**src/rtl/rv32_instr_encoder.sv**
```systemverilog
// RV32I instruction encoder: turns a field-level request into machine words.
// Rejected requests produce no output; they raise err_pulse and bump a
// saturating counter instead. LI expands to LUI (+ optional ADDI).
module rv32_instr_encoder #(
    parameter int ERR_CNT_W = 8
) (
    input  logic                 clk,
    input  logic                 rst,
    input  logic                 req_valid,
    output logic                 req_ready,
    input  logic [2:0]           req_kind,
    input  logic [2:0]           req_funct3,
    input  logic                 req_funct7b5,
    input  logic [4:0]           req_rd,
    input  logic [4:0]           req_rs1,
    input  logic [4:0]           req_rs2,
    input  logic [31:0]          req_imm,
    output logic                 out_valid,
    input  logic                 out_ready,
    output logic [31:0]          out_instr,
    output logic                 out_last,
    output logic                 err_pulse,
    output logic [ERR_CNT_W-1:0] err_cnt
);

    localparam logic [6:0] OP_R   = 7'b0110011;
    localparam logic [6:0] OP_I   = 7'b0010011;
    localparam logic [6:0] OP_LD  = 7'b0000011;
    localparam logic [6:0] OP_ST  = 7'b0100011;
    localparam logic [6:0] OP_BR  = 7'b1100011;
    localparam logic [6:0] OP_LUI = 7'b0110111;
    localparam logic [6:0] OP_JAL = 7'b1101111;

    typedef enum logic [1:0] {IDLE, EMIT, EMIT2} state_t;

    state_t      state, state_next;
    logic [31:0] word2_q;

    logic signed [31:0] imm_s;
    logic               fits12;
    logic [19:0]        li_hi;
    logic               enc_legal;
    logic               enc_two;
    logic [31:0]        enc_word1;
    logic [31:0]        enc_word2;

    assign imm_s  = req_imm;
    assign fits12 = (imm_s >= -32'sd2048) && (imm_s <= 32'sd2047);
    // (imm + 0x800) >> 12 with wrap: the upper field plus the carry of bit 11
    assign li_hi  = req_imm[31:12] + {19'b0, req_imm[11]};

    // Field-level legality check and word assembly for the presented request
    always_comb begin
        enc_legal = 1'b0;
        enc_two   = 1'b0;
        enc_word1 = 32'b0;
        enc_word2 = 32'b0;
        case (req_kind)
            3'd0: begin
                enc_legal = !req_funct7b5 || (req_funct3 == 3'b000) || (req_funct3 == 3'b101);
                enc_word1 = {1'b0, req_funct7b5, 5'b0, req_rs2, req_rs1, req_funct3, req_rd, OP_R};
            end
            3'd1: begin
                if (req_funct3 == 3'b001 || req_funct3 == 3'b101) begin
                    enc_legal = (req_imm < 32'd32);
                    enc_word1 = {1'b0, req_funct7b5 & (req_funct3 == 3'b101), 5'b0, req_imm[4:0],
                                 req_rs1, req_funct3, req_rd, OP_I};
                end else begin
                    enc_legal = fits12;
                    enc_word1 = {req_imm[11:0], req_rs1, req_funct3, req_rd, OP_I};
                end
            end
            3'd2: begin
                enc_legal = fits12 && (req_funct3 inside {3'b000, 3'b001, 3'b010, 3'b100, 3'b101});
                enc_word1 = {req_imm[11:0], req_rs1, req_funct3, req_rd, OP_LD};
            end
            3'd3: begin
                enc_legal = fits12 && (req_funct3 inside {3'b000, 3'b001, 3'b010});
                enc_word1 = {req_imm[11:5], req_rs2, req_rs1, req_funct3, req_imm[4:0], OP_ST};
            end
            3'd4: begin
                enc_legal = (req_funct3 != 3'b010) && (req_funct3 != 3'b011) && !req_imm[0]
                            && (imm_s >= -32'sd4096) && (imm_s <= 32'sd4094);
                enc_word1 = {req_imm[12], req_imm[10:5], req_rs2, req_rs1, req_funct3,
                             req_imm[4:1], req_imm[11], OP_BR};
            end
            3'd5: begin
                enc_legal = (req_imm[11:0] == 12'b0);
                enc_word1 = {req_imm[31:12], req_rd, OP_LUI};
            end
            3'd6: begin
                enc_legal = !req_imm[0] && (imm_s >= -32'sd1048576) && (imm_s <= 32'sd1048574);
                enc_word1 = {req_imm[20], req_imm[10:1], req_imm[11], req_imm[19:12], req_rd, OP_JAL};
            end
            default: begin
                enc_legal = 1'b1;
                if (fits12) begin
                    enc_word1 = {req_imm[11:0], 5'd0, 3'b000, req_rd, OP_I};
                end else begin
                    enc_word1 = {li_hi, req_rd, OP_LUI};
                    enc_two   = (req_imm[11:0] != 12'b0);
                    enc_word2 = {req_imm[11:0], req_rd, 3'b000, req_rd, OP_I};
                end
            end
        endcase
    end

    // Next-state and handshake outputs
    always_comb begin
        state_next = state;
        req_ready  = 1'b0;
        out_valid  = 1'b0;
        case (state)
            IDLE: begin
                req_ready = 1'b1;
                if (req_valid && enc_legal) state_next = EMIT;
            end
            EMIT: begin
                out_valid = 1'b1;
                if (out_ready) state_next = out_last ? IDLE : EMIT2;
            end
            EMIT2: begin
                out_valid = 1'b1;
                if (out_ready) state_next = IDLE;
            end
            default: state_next = IDLE;
        endcase
    end

    // State register, output word holding and error accounting
    always_ff @(posedge clk) begin
        if (rst) begin
            state     <= IDLE;
            out_instr <= 32'b0;
            out_last  <= 1'b0;
            word2_q   <= 32'b0;
            err_pulse <= 1'b0;
            err_cnt   <= '0;
        end else begin
            state     <= state_next;
            err_pulse <= 1'b0;
            if (state == IDLE && req_valid) begin
                if (enc_legal) begin
                    out_instr <= enc_word1;
                    out_last  <= !enc_two;
                    word2_q   <= enc_word2;
                end else begin
                    err_pulse <= 1'b1;
                    if (err_cnt != '1) err_cnt <= err_cnt + {{(ERR_CNT_W-1){1'b0}}, 1'b1};
                end
            end else if (state == EMIT && out_ready && !out_last) begin
                out_instr <= word2_q;
                out_last  <= 1'b1;
            end
        end
    end

endmodule
```
**config.mk**
```make
export PLATFORM = sky130hd
export DESIGN_NAME = rv32_instr_encoder
export DESIGN_NICKNAME = d
export VERILOG_FILES = /design/src/rtl/rv32_instr_encoder.sv
export SDC_FILE = /design/constraint.sdc
export NUM_CORES = 1
export LEC_CHECK = 0
export BUFFER_PORTS_ARGS = -buffer_cell sky130_fd_sc_hd__buf_4
export CAP_MARGIN = 20
export CORE_UTILIZATION = 50
export CTS_BUF_LIST = sky130_fd_sc_hd__clkbuf_8
export CTS_CLUSTER_SIZE = 24
export DETAILED_ROUTE_END_ITERATION = 7
export GPL_TIMING_DRIVEN = 0
export PLACE_DENSITY = 0.76
export SETUP_SLACK_MARGIN = 0.1
export SYNTH_ARGS = -nofsm -noshare
export SYNTH_HDL_FRONTEND = slang
export SYNTH_SLANG_ARGS = --single-unit
```
**constraint.sdc**
```tcl
create_clock -name clk -period 3.5 [get_ports clk]
set_clock_uncertainty 0.15 [all_clocks]
set_input_delay 0.35 -clock clk [delete_from_list [all_inputs] [get_ports clk]]
set_output_delay 0.35 -clock clk [all_outputs]
set_load 0.005 [all_outputs]
```
## After elaboration in Yosys (flattened, before gate mapping)

Index checks and enable logic that the tools add are counted.

- Register bits after elaboration: 76
- Input bits: 58
- Output and inout port bits: 44
- Word-level logic and storage cells: 95

- Add/subtract/negate cells: 2
- Order comparisons: 7
- Equality and inequality tests: 19
- Mux-type cells: 23
- Bitwise operators: 3
- Reductions and logical operators: 35

Operators by type and width:

| operator | count |
|---|---|
| 32-bit 2-to-1 mux | 7 |
| 32-bit one-hot mux with 7 select lines | 1 |
| 32-bit by 12-bit >= comparator with 1-bit output (second input constant) | 1 |
| 32-bit by 13-bit >= comparator with 1-bit output (second input constant) | 1 |
| 32-bit by 21-bit >= comparator with 1-bit output (second input constant) | 1 |
| 32-bit by 12-bit <= comparator with 1-bit output (second input constant) | 1 |
| 32-bit by 13-bit <= comparator with 1-bit output (second input constant) | 1 |
| 32-bit by 21-bit <= comparator with 1-bit output (second input constant) | 1 |
| 32-bit by 6-bit less-than comparator with 1-bit output (second input constant) | 1 |
| 20-bit by 1-bit adder with 20-bit output | 1 |
| 3-bit equality test (second input constant) | 5 |
| 1-bit logical AND | 13 |
| 12-bit zero test | 1 |
| 12-bit nonzero test | 1 |
| 3-bit by 2-bit equality test with 1-bit output (second input constant) | 3 |
| 1-bit 2-to-1 mux | 9 |
| 8-bit by 1-bit adder with 8-bit output (second input constant) | 1 |
| 2-bit 2-to-1 mux | 4 |
| 2-bit inequality test (second input constant) | 4 |
| 8-bit inequality test (second input constant) | 1 |
| 1-bit one-hot mux with 7 select lines | 1 |
| 7-bit OR reduction | 1 |
| 3-bit by 1-bit equality test with 1-bit output (second input constant) | 2 |
| 3-bit zero test | 2 |
| 15 further kinds | 25 |

## Longest topological paths before layout

Gate-level depths: netlist (run 1).

- Depth in word-level cells: 9
- Gate-level depth with buffers: 11
- Depth with buffers taken out: 9

## Least setup slack after synthesis (run 1)

No wires, ideal clock.

- Path type: in2reg
- From: input port req_kind[2]
- To: register err_cnt[4]
- Data arrival time: 2.402 ns
- Data required time: 3.229 ns
- Slack: 0.827 ns
- Stages: 9
- Buffers on the path: 3
- Path through: clkbuf_1 and3_1 clkbuf_1 a31o_2 a211oi_1 nand4_1 buf_2 nor4_1 mux2_2

- Longest elaborated chain between the ends: 4
- Elaborated cells between the ends (all ways): 10
- Those cells by class: eq/ne (6); mux (1); bitwise (1); reduce/logical (2)

Ends and longest elaborated chain:

| item | line | RTL |
|---|---|---|
| from (decl) | 11 | `input logic [2:0] req_kind,` |
| 3-bit equality test (tied with other cells) | 58 | `case (req_kind)` |
| 1-bit one-hot mux with 7 select lines (*) | 58 |  |
| 1-bit NOT (no line) (*) | n/a |  |
| 3-bit AND reduction (no line) (*) | n/a |  |
| to (signal assigned) | 149 | `if (err_cnt != '1) err_cnt <= err_cnt + {{(ERR_CNT_W-1){1'b0}}, 1'b1};` |
| to (decl) | 23 | `output logic [ERR_CNT_W-1:0] err_cnt` |

Every way passes the cells marked *; elsewhere a longest branch is shown, timed or not.
A chain may end at the register's enable or synchronous reset.

## Worst setup path in the final report (run 1)

- From: input port req_imm[11]
- To: register err_cnt[4]

- Longest elaborated chain between the ends: 6
- Elaborated cells between the ends (all ways): 19
- Those cells by class: order compare (7); mux (2); bitwise (1); reduce/logical (9)

Ends and longest elaborated chain:

| item | line | RTL |
|---|---|---|
| from (decl) | 17 | `input logic [31:0] req_imm,` |
| 32-bit by 12-bit >= comparator with 1-bit output (tied with other cells) | 48 | `assign fits12 = (imm_s >= -32'sd2048) && (imm_s <= 32'sd2047);` |
| 1-bit logical AND (on tied branches) | 48, 83, 92 |  |
| 1-bit 2-to-1 mux (tied with other cells) | 64 | `if (req_funct3 == 3'b001 \|\| req_funct3 == 3'b101) begin` |
| 1-bit one-hot mux with 7 select lines (*) | 58 |  |
| 1-bit NOT (no line) (*) | n/a |  |
| 3-bit AND reduction (no line) (*) | n/a |  |

Marked as above.

==> metrics.yaml, run 1 <==
yosys:
  synth_cell_types: 64
  synthTopCellsByArea: "dfxtp_1, nor2_1, a21oi_1"
  synthCells: 548
  synthesis.nets: 614
  synth_flop_cell: "dfxtp_1"
  syn_avg_cell_area_um2: 7.51
  yosys.area.top_type: "dfxtp_1"
  syn_area_um2: 4120
  synth_warnings: 0
  synthArstFlopShare_pct: 0
  synth-seq-cells: 61
  synth_most_common_cell: "dfxtp_1"
  synth_edf_count: 0
  synth-seq-area-share_pct: 29.7
  synthTopCellsByCount: "dfxtp_1, nor2_1, nand2_1"
  synth_top_area_share_pct: 29.7
power:
  combPwrFrac_pct: 24.7
  power_frac_clock_pct: 32.9
  pwr-share-seq_pct: 42.5
  p_sw_w: 0.000598
  power_leakage_nw: 2.02
  peakVddDrop_uv: 165
  p_int_w: 0.00115
  powerDensity_nw_per_um2: 338
  swShare_pct: 34.3
place:
  hpwl_um: 12900
  io_buffers: 97
  place_congestion: 1.02
clock_tree:
  cts_tree: "built"
  hold_buffers: 0
  cts_root_buf: "clkbuf_8"
  numCtsBuffers: 9
  cts_sinks: 61
  cts_resized: 0
  post_cts_buffers: 0
  clkTransAtPathRegs_ns: 0.08
  clockBufferDepth: 2
  worst_skew_pair.late_latency_ns: 0.35
  h-tree-depth: 3
worst_setup_path:
  r2r_cells: 8
  crit_cells: 11
  critPathLaunch: "req_imm[11]"
  r2r-end: "word2_q[30]$_SDFFE_PP0P_"
  path_class: "primary input to register"
  r2r_start: "state[0]$_SDFFE_PP0P_"
  arrival_ns: 3.29
  cp_data_required_time_ns: 3.59
  start_kind: "primary input"
  cp_slowest_cell: "clkbuf_1"
  path_cells: "buf_4 -> clkbuf_1 -> inv_1 -> ha_1 -> a41oi_1 -> o31ai_1 -> o311ai_2 -> nand4_1 -> buf_2 -> nor4_1 -> mux2_2"
  cp_num_buf_inv: 4
  cp_max_fo: 10
  reg2reg_slack_ns: 0.66
  path_delay_family: "buffers and inverters"
  cp-endpoint: "err_cnt[4]$_SDFFE_PP0P_"
  end_kind: "register"
  slowest_delay_ns: 0.47
routing:
  dr.pass1.iters: 6
  avgRoutedWirePerCell_um: 22.0
  drc: 0
  routed_wl_um: 16800
  postRouteAntennaNets: 0
  first_iter_violations: 598
  vias: 5116
  routed_via_density: 6.70
grt:
  grt_first_pass_wirelength_um: 25400
  grt_max_degree: 13
  antenna_found_initial: 0
  grt_pass1_vias: 4740
  grtUsageTotal_pct: 39.2
  grt-ovfl-total: 0
sta:
  worst_pin_slew_ns: 1.03
  period_minus_slack_ns: 3.20
  slew_violations: 0
  hold_violations: 0
  max_freq_ghz: 0.313
  rsz0062_at_grt: "false"
  fin_crit_sh_pct: 91.4
  slew_headroom_pct: 31.3
  tns_ns: 0
  holdWs_ns: 0.101
  setup_viol: 0
min_path:
  hold_path.class: "primary input to register"
  hold_start: "req_rd[2]"
finish:
  num-nets-final: 723
  drive_gt1_share_pct: 21.0
  n_antenna_cell: 0
  area_delta_synth_final_pct: 25.3
die:
  fp.dieW_um: 92.8
  start_util_pct: 52.5
  die_h_um: 92.8
  dieArea_um2: 8600
  core_um2: 7850
  num_rows: 32
  ios: 102
flow_run:
  max_cap_violations: 0
run_status:
  status: "finished, final reports clean"
## registers in the layout, summed over array words and instances, names as in the netlist
register,count
out_last,1
err_cnt,8
word2_q,18
state,2
err_pulse,1
out_instr,31
## metal layers
| metal | GRT usage [%] | vias to the layer above | wire length (µm) |
|---|---|---|---|
| met2 | 63.4 | 368 | 7510 |
| li1 | - | 2309 | - |
| met4 | 21.2 | 0 | 894 |
| met3 | 7.72 | 65 | 1640 |
| met1 | 48.9 | 2374 | 6760 |
| met5 | 0 | - | 0 |
## power groups by stage
| stage | clock [W] | combinational (W) | sequential [W] |
|---|---|---|---|
| 2_1_floorplan | 0 | 0.000211 | 0.000753 |
| 3_3_place_gp | 0 | 0.000405 | 0.000753 |
| 3_5_place_dp | 0 | 0.000412 | 0.000755 |
| 4_1_cts | 0.000562 | 0.000415 | 0.000740 |
| 5_1_grt | 0.000599 | 0.000460 | 0.000742 |
| 6_report | 0.000573 | 0.000430 | 0.000740 |
## cells by family (layout without fill, tap and decap cells)
group / Yosys count / count (layout) / share of synthesized area, %
multiplexers: 7 / 7 / 1.76
flip-flops: 61 / 61 / 29.7
XOR/XNOR: 13 / 13 / 2.77
AND/OR/NAND/NOR: 241 / 241 / 29.9
adder cells (fa/ha/maj): 8 / 8 / 2.43
AO/OA/AOI/OAI: 168 / 168 / 28.4
buffers and inverters: 50 / 164 / 5.01
## cell usage in the layout (no fill, tap or decap), drive strengths merged, types with 3 or more instances in the layout
cell	n
a21o	6
ha	8
a31oi	3
nand3	32
o41ai	8
or2	6
clkinv	8
dfxtp	61
buf	106
o211ai	5
nand2	48
a22oi	20
xor2	5
xnor2	8
nor2b	6
and3	11
nand4	25
a311oi	3
nand2b	7
clkbuf	41
nor2	56
or4	8
nor3	16
a221oi	6
o31ai	10
mux2i	5
nor4	10
a21boi	3
o21ai	29
o221ai	8
a21oi	39
a41oi	3
or3	6
a211oi	8
inv	9
## worst reg2reg max path, delay by kind of cell (launching register included)
family	cells	cell delay, ns
compound gates	1	0.14
fa+ha+maj	1	0.22
buf+inv	3	0.86
flops	1	0.34
simple gates	3	1.05
## area by class of cell
class | instances | area [µm²]
Multi-Input combinational cell | 437 | 2700
Fill cell | 696 | 2690
Sequential cell | 61 | 1220
Timing Repair Buffer | 98 | 736
Buffer | 40 | 169
Tap cell | 102 | 128
Clock buffer | 9 | 124
Clock inverter | 7 | 50.0
Inverter | 10 | 37.5
## per-stage QoR
stage | instances | utilization [%] | area (µm²) | worst slack, ns | power [W]
after floorplan | 548 | - | 4120 | 0.827 | 0.000964
after global placement | 747 | 63.4 | 4970 | 0.129 | 0.00116
after detailed placement | 747 | 63.4 | 4970 | 0.0687 | 0.00117
after CTS | 763 | 65.6 | 5150 | 0.391 | 0.00172
after global routing | 764 | 65.8 | 5160 | 0.148 | 0.00180
final | 764 | 65.8 | 5160 | 0.301 | 0.00174
## worst min path at each step
stage | end | slack, ns | cells past startpoint
floorplan | out_instr[16]$_SDFFE_PP0P_ | 0.30 | 2
global placement | out_instr[18]$_SDFFE_PP0P_ | 0.30 | 2
detailed placement | out_instr[18]$_SDFFE_PP0P_ | 0.31 | 2
CTS | word2_q[19]$_SDFFE_PP0P_ | 0.11 | 3
global route | word2_q[18]$_SDFFE_PP0P_ | 0.12 | 3
finish | word2_q[17]$_SDFFE_PP0P_ | 0.10 | 3
Note: power is estimated with default switching activity, not from simulation.
==> run 2, diff against run 1 <==
- CAP_MARGIN: 20 -> not set
- PLACE_DENSITY: 0.76 -> not set
- PLACE_DENSITY_LB_ADDON: not set -> 0.15
- clock period: 3.5 -> 4 ns (I/O delays scaled with it)
==> run 2 against run 1 <==
  * Worst setup slack improved by 0.44 ns
  * Highest routed layer unchanged
  * Clock-buffer cell count is 2 higher
  * Critical endpoint is now word2_q[18]$_SDFFE_PP0P_
  * Combinational power is 13% lower
  * Sequential share of layout area fell by 0.057 points
  * Power fell by 8.3%
==> metrics.yaml, run 2 (synthesis gave the netlist of run 1 again) <==
worst_setup_path:
  end_kind: "register"
  path_class: "primary input to register"
  path_cells: "buf_4 -> ha_1 -> nand3_1 -> nor3_1 -> nor4bb_1 -> o21ai_0 -> a41o_1 -> buf_6 -> clkbuf_1 -> a22oi_1 -> nor2_1"
  reg2reg_slack_ns: 1.16  # +0.50 ns
  slowest_delay_ns: 0.72  # +0.25 ns
  cp_data_required_time_ns: 4.07  # +0.48 ns
  cp_slowest_cell: "nor3_1"
  cp_max_fo: 10  # unchanged
  start_kind: "primary input"
  arrival_ns: 3.34  # +0.05 ns
die:
  dieArea_um2: 8600  # unchanged
  num_rows: 32  # unchanged
  fp.dieW_um: 92.8  # unchanged
  ios: 102  # unchanged
  core_um2: 7850  # unchanged
  die_h_um: 92.8  # unchanged
  start_util_pct: 52.5  # unchanged
grt:
  grt_pass1_vias: 4671  # -1.5%
  antenna_found_initial: 0  # unchanged
  grtUsageTotal_pct: 38.7  # -0.51 points
  grt-ovfl-total: 0  # unchanged
  grt_max_degree: 11  # -2
  grt_first_pass_wirelength_um: 25100  # -1.1%
finish:
  regMostFlops: "out_instr"
  reg_top3: "out_instr (31), word2_q (18), err_cnt (8)"
  area_delta_synth_final_pct: 25.6
  drive_gt1_share_pct: 20.6  # -0.39 points
  n_antenna_cell: 0  # unchanged
  layout_commonest_cell: "buf_4"
  largest_reg_flops: 31  # unchanged
  n_fill_cell: 690  # -0.86%
  mostFrequentLayoutCells: "buf_4, dfxtp_1, nor2_1, nand2_1, a21oi_1"
  num-nets-final: 722  # -0.14%
  layout.cells.non_filler: 762  # -0.26%
sta:
  max_freq_ghz: 0.306
  slew_violations: 0  # unchanged
  fin_crit_sh_pct: 81.6
  hold_violations: 0  # unchanged
  holdWs_ns: 0.158  # +0.0575 ns
  worst_slack_ns: 0.736  # +0.436 ns
  tns_ns: 0  # unchanged
  worst_pin_slew_ns: 1.24  # +0.211 ns
  setup_viol: 0  # unchanged
  period_minus_slack_ns: 3.26
  slew_headroom_pct: 16.8  # -14 points
  rsz0062_at_grt: "false"
routing:
  top_layer: "met4"
  vias: 5068  # -0.94%
  first_iter_violations: 554  # -7.4%
  routed_via_density: 6.65  # -0.68%
  wl_met1_um: 6510  # -3.8%
  wl_met2_um: 7590  # +1.1%
  avgRoutedWirePerCell_um: 21.7  # -1.6%
  routed_wl_um: 16500  # -1.9%
  dr.pass1.iters: 6  # unchanged
  postRouteAntennaNets: 0  # unchanged
  drc: 0  # unchanged
  wl_met3_um: 1670  # +2.1%
place:
  dp_cells: 747  # unchanged
  io_buffers: 97  # unchanged
  hpwl_um: 12500  # -2.6%
  dp_slack_ns: 0.545  # +0.476 ns
  place_congestion: 1.01  # -1.8%
clock_tree:
  h-tree-depth: 3  # unchanged
  cts_resized: 0  # unchanged
  clockBufferDepth: 2  # unchanged
  cts_sinks: 61  # unchanged
  numCtsBuffers: 9  # unchanged
  hold_buffers: 0  # unchanged
  cts_root_buf: "clkbuf_8"
  clkTransAtPathRegs_ns: 0.08  # about the same
  cts_tree: "built"
  post_cts_buffers: 0  # unchanged
  worst_skew_pair.late_latency_ns: 0.35  # about the same
run_status:
  status: "finished, final reports clean"
flow_run:
  max_cap_violations: 0  # unchanged
power:
  powerDensity_nw_per_um2: 309  # -8.5%
  peakVddDrop_uv: 206  # +25%
  power_leakage_nw: 2.02  # +0.14%
min_path:
  hold_path.class: "primary input to register"
## run 2: path summary, 6_finish.rpt
check                                                 from                    endpoint  cells past startpoint
worst min register to register  out_instr[17]$_SDFFE_PP0P_  out_instr[17]$_SDFFE_PP0P_                      2
worst max register to register       state[0]$_SDFFE_PP0P_    word2_q[27]$_SDFFE_PP0P_                      8
worst min-delay path                             req_rd[1]    word2_q[16]$_SDFFE_PP0P_                      3
worst max-delay path                           req_imm[11]    word2_q[18]$_SDFFE_PP0P_                     11
## run 2: worst max-delay path, delay by kind of cell
family | cells | cell delay (ns)
and+or+nand+nor | 4 | 1.32
buffers and inverters | 3 | 0.55
adders and majority gates | 1 | 0.18
AOI/OAI and AO/OA | 3 | 0.88
## run 2: area by class of cell
class / count / area [µm²] / area share (%)
buffer: 40 / 169 / 3.27
timing repair buffer: 97 / 728 / 14.1
tap: 102 / 128 / 2.47
inverter: 10 / 37.5 / 0.726
clock buffer: 11 / 151 / 2.93
sequential: 61 / 1220 / 23.6
clock inverter: 4 / 47.5 / 0.919
multi-input combinational: 437 / 2690 / 52.0
## run 2: stage by stage
stage | area [µm²] | power (W) | utilization, %
floorplan | 4120 | 0.000843 | -
global placement | 4970 | 0.00101 | 63.4
detailed placement | 4970 | 0.00102 | 63.4
CTS | 5170 | 0.00158 | 65.9
global route | 5170 | 0.00165 | 65.9
finish | 5170 | 0.00160 | 65.9
## run 2: metal layers
metal	vias up	global-route usage [%]
met2	339	63.7
met1	2353	49.2
met5	-	0
met3	66	6.81
met4	0	17.4
li1	2310	-
## run 2: power by group
| part | internal [W] | switching (W) |
|---|---|---|
| clock network | 0.000316 | 0.000262 |
| registers | 0.000631 | 0.0000167 |
| logic | 0.000145 | 0.000227 |
| total | 0.00109 | 0.000506 |
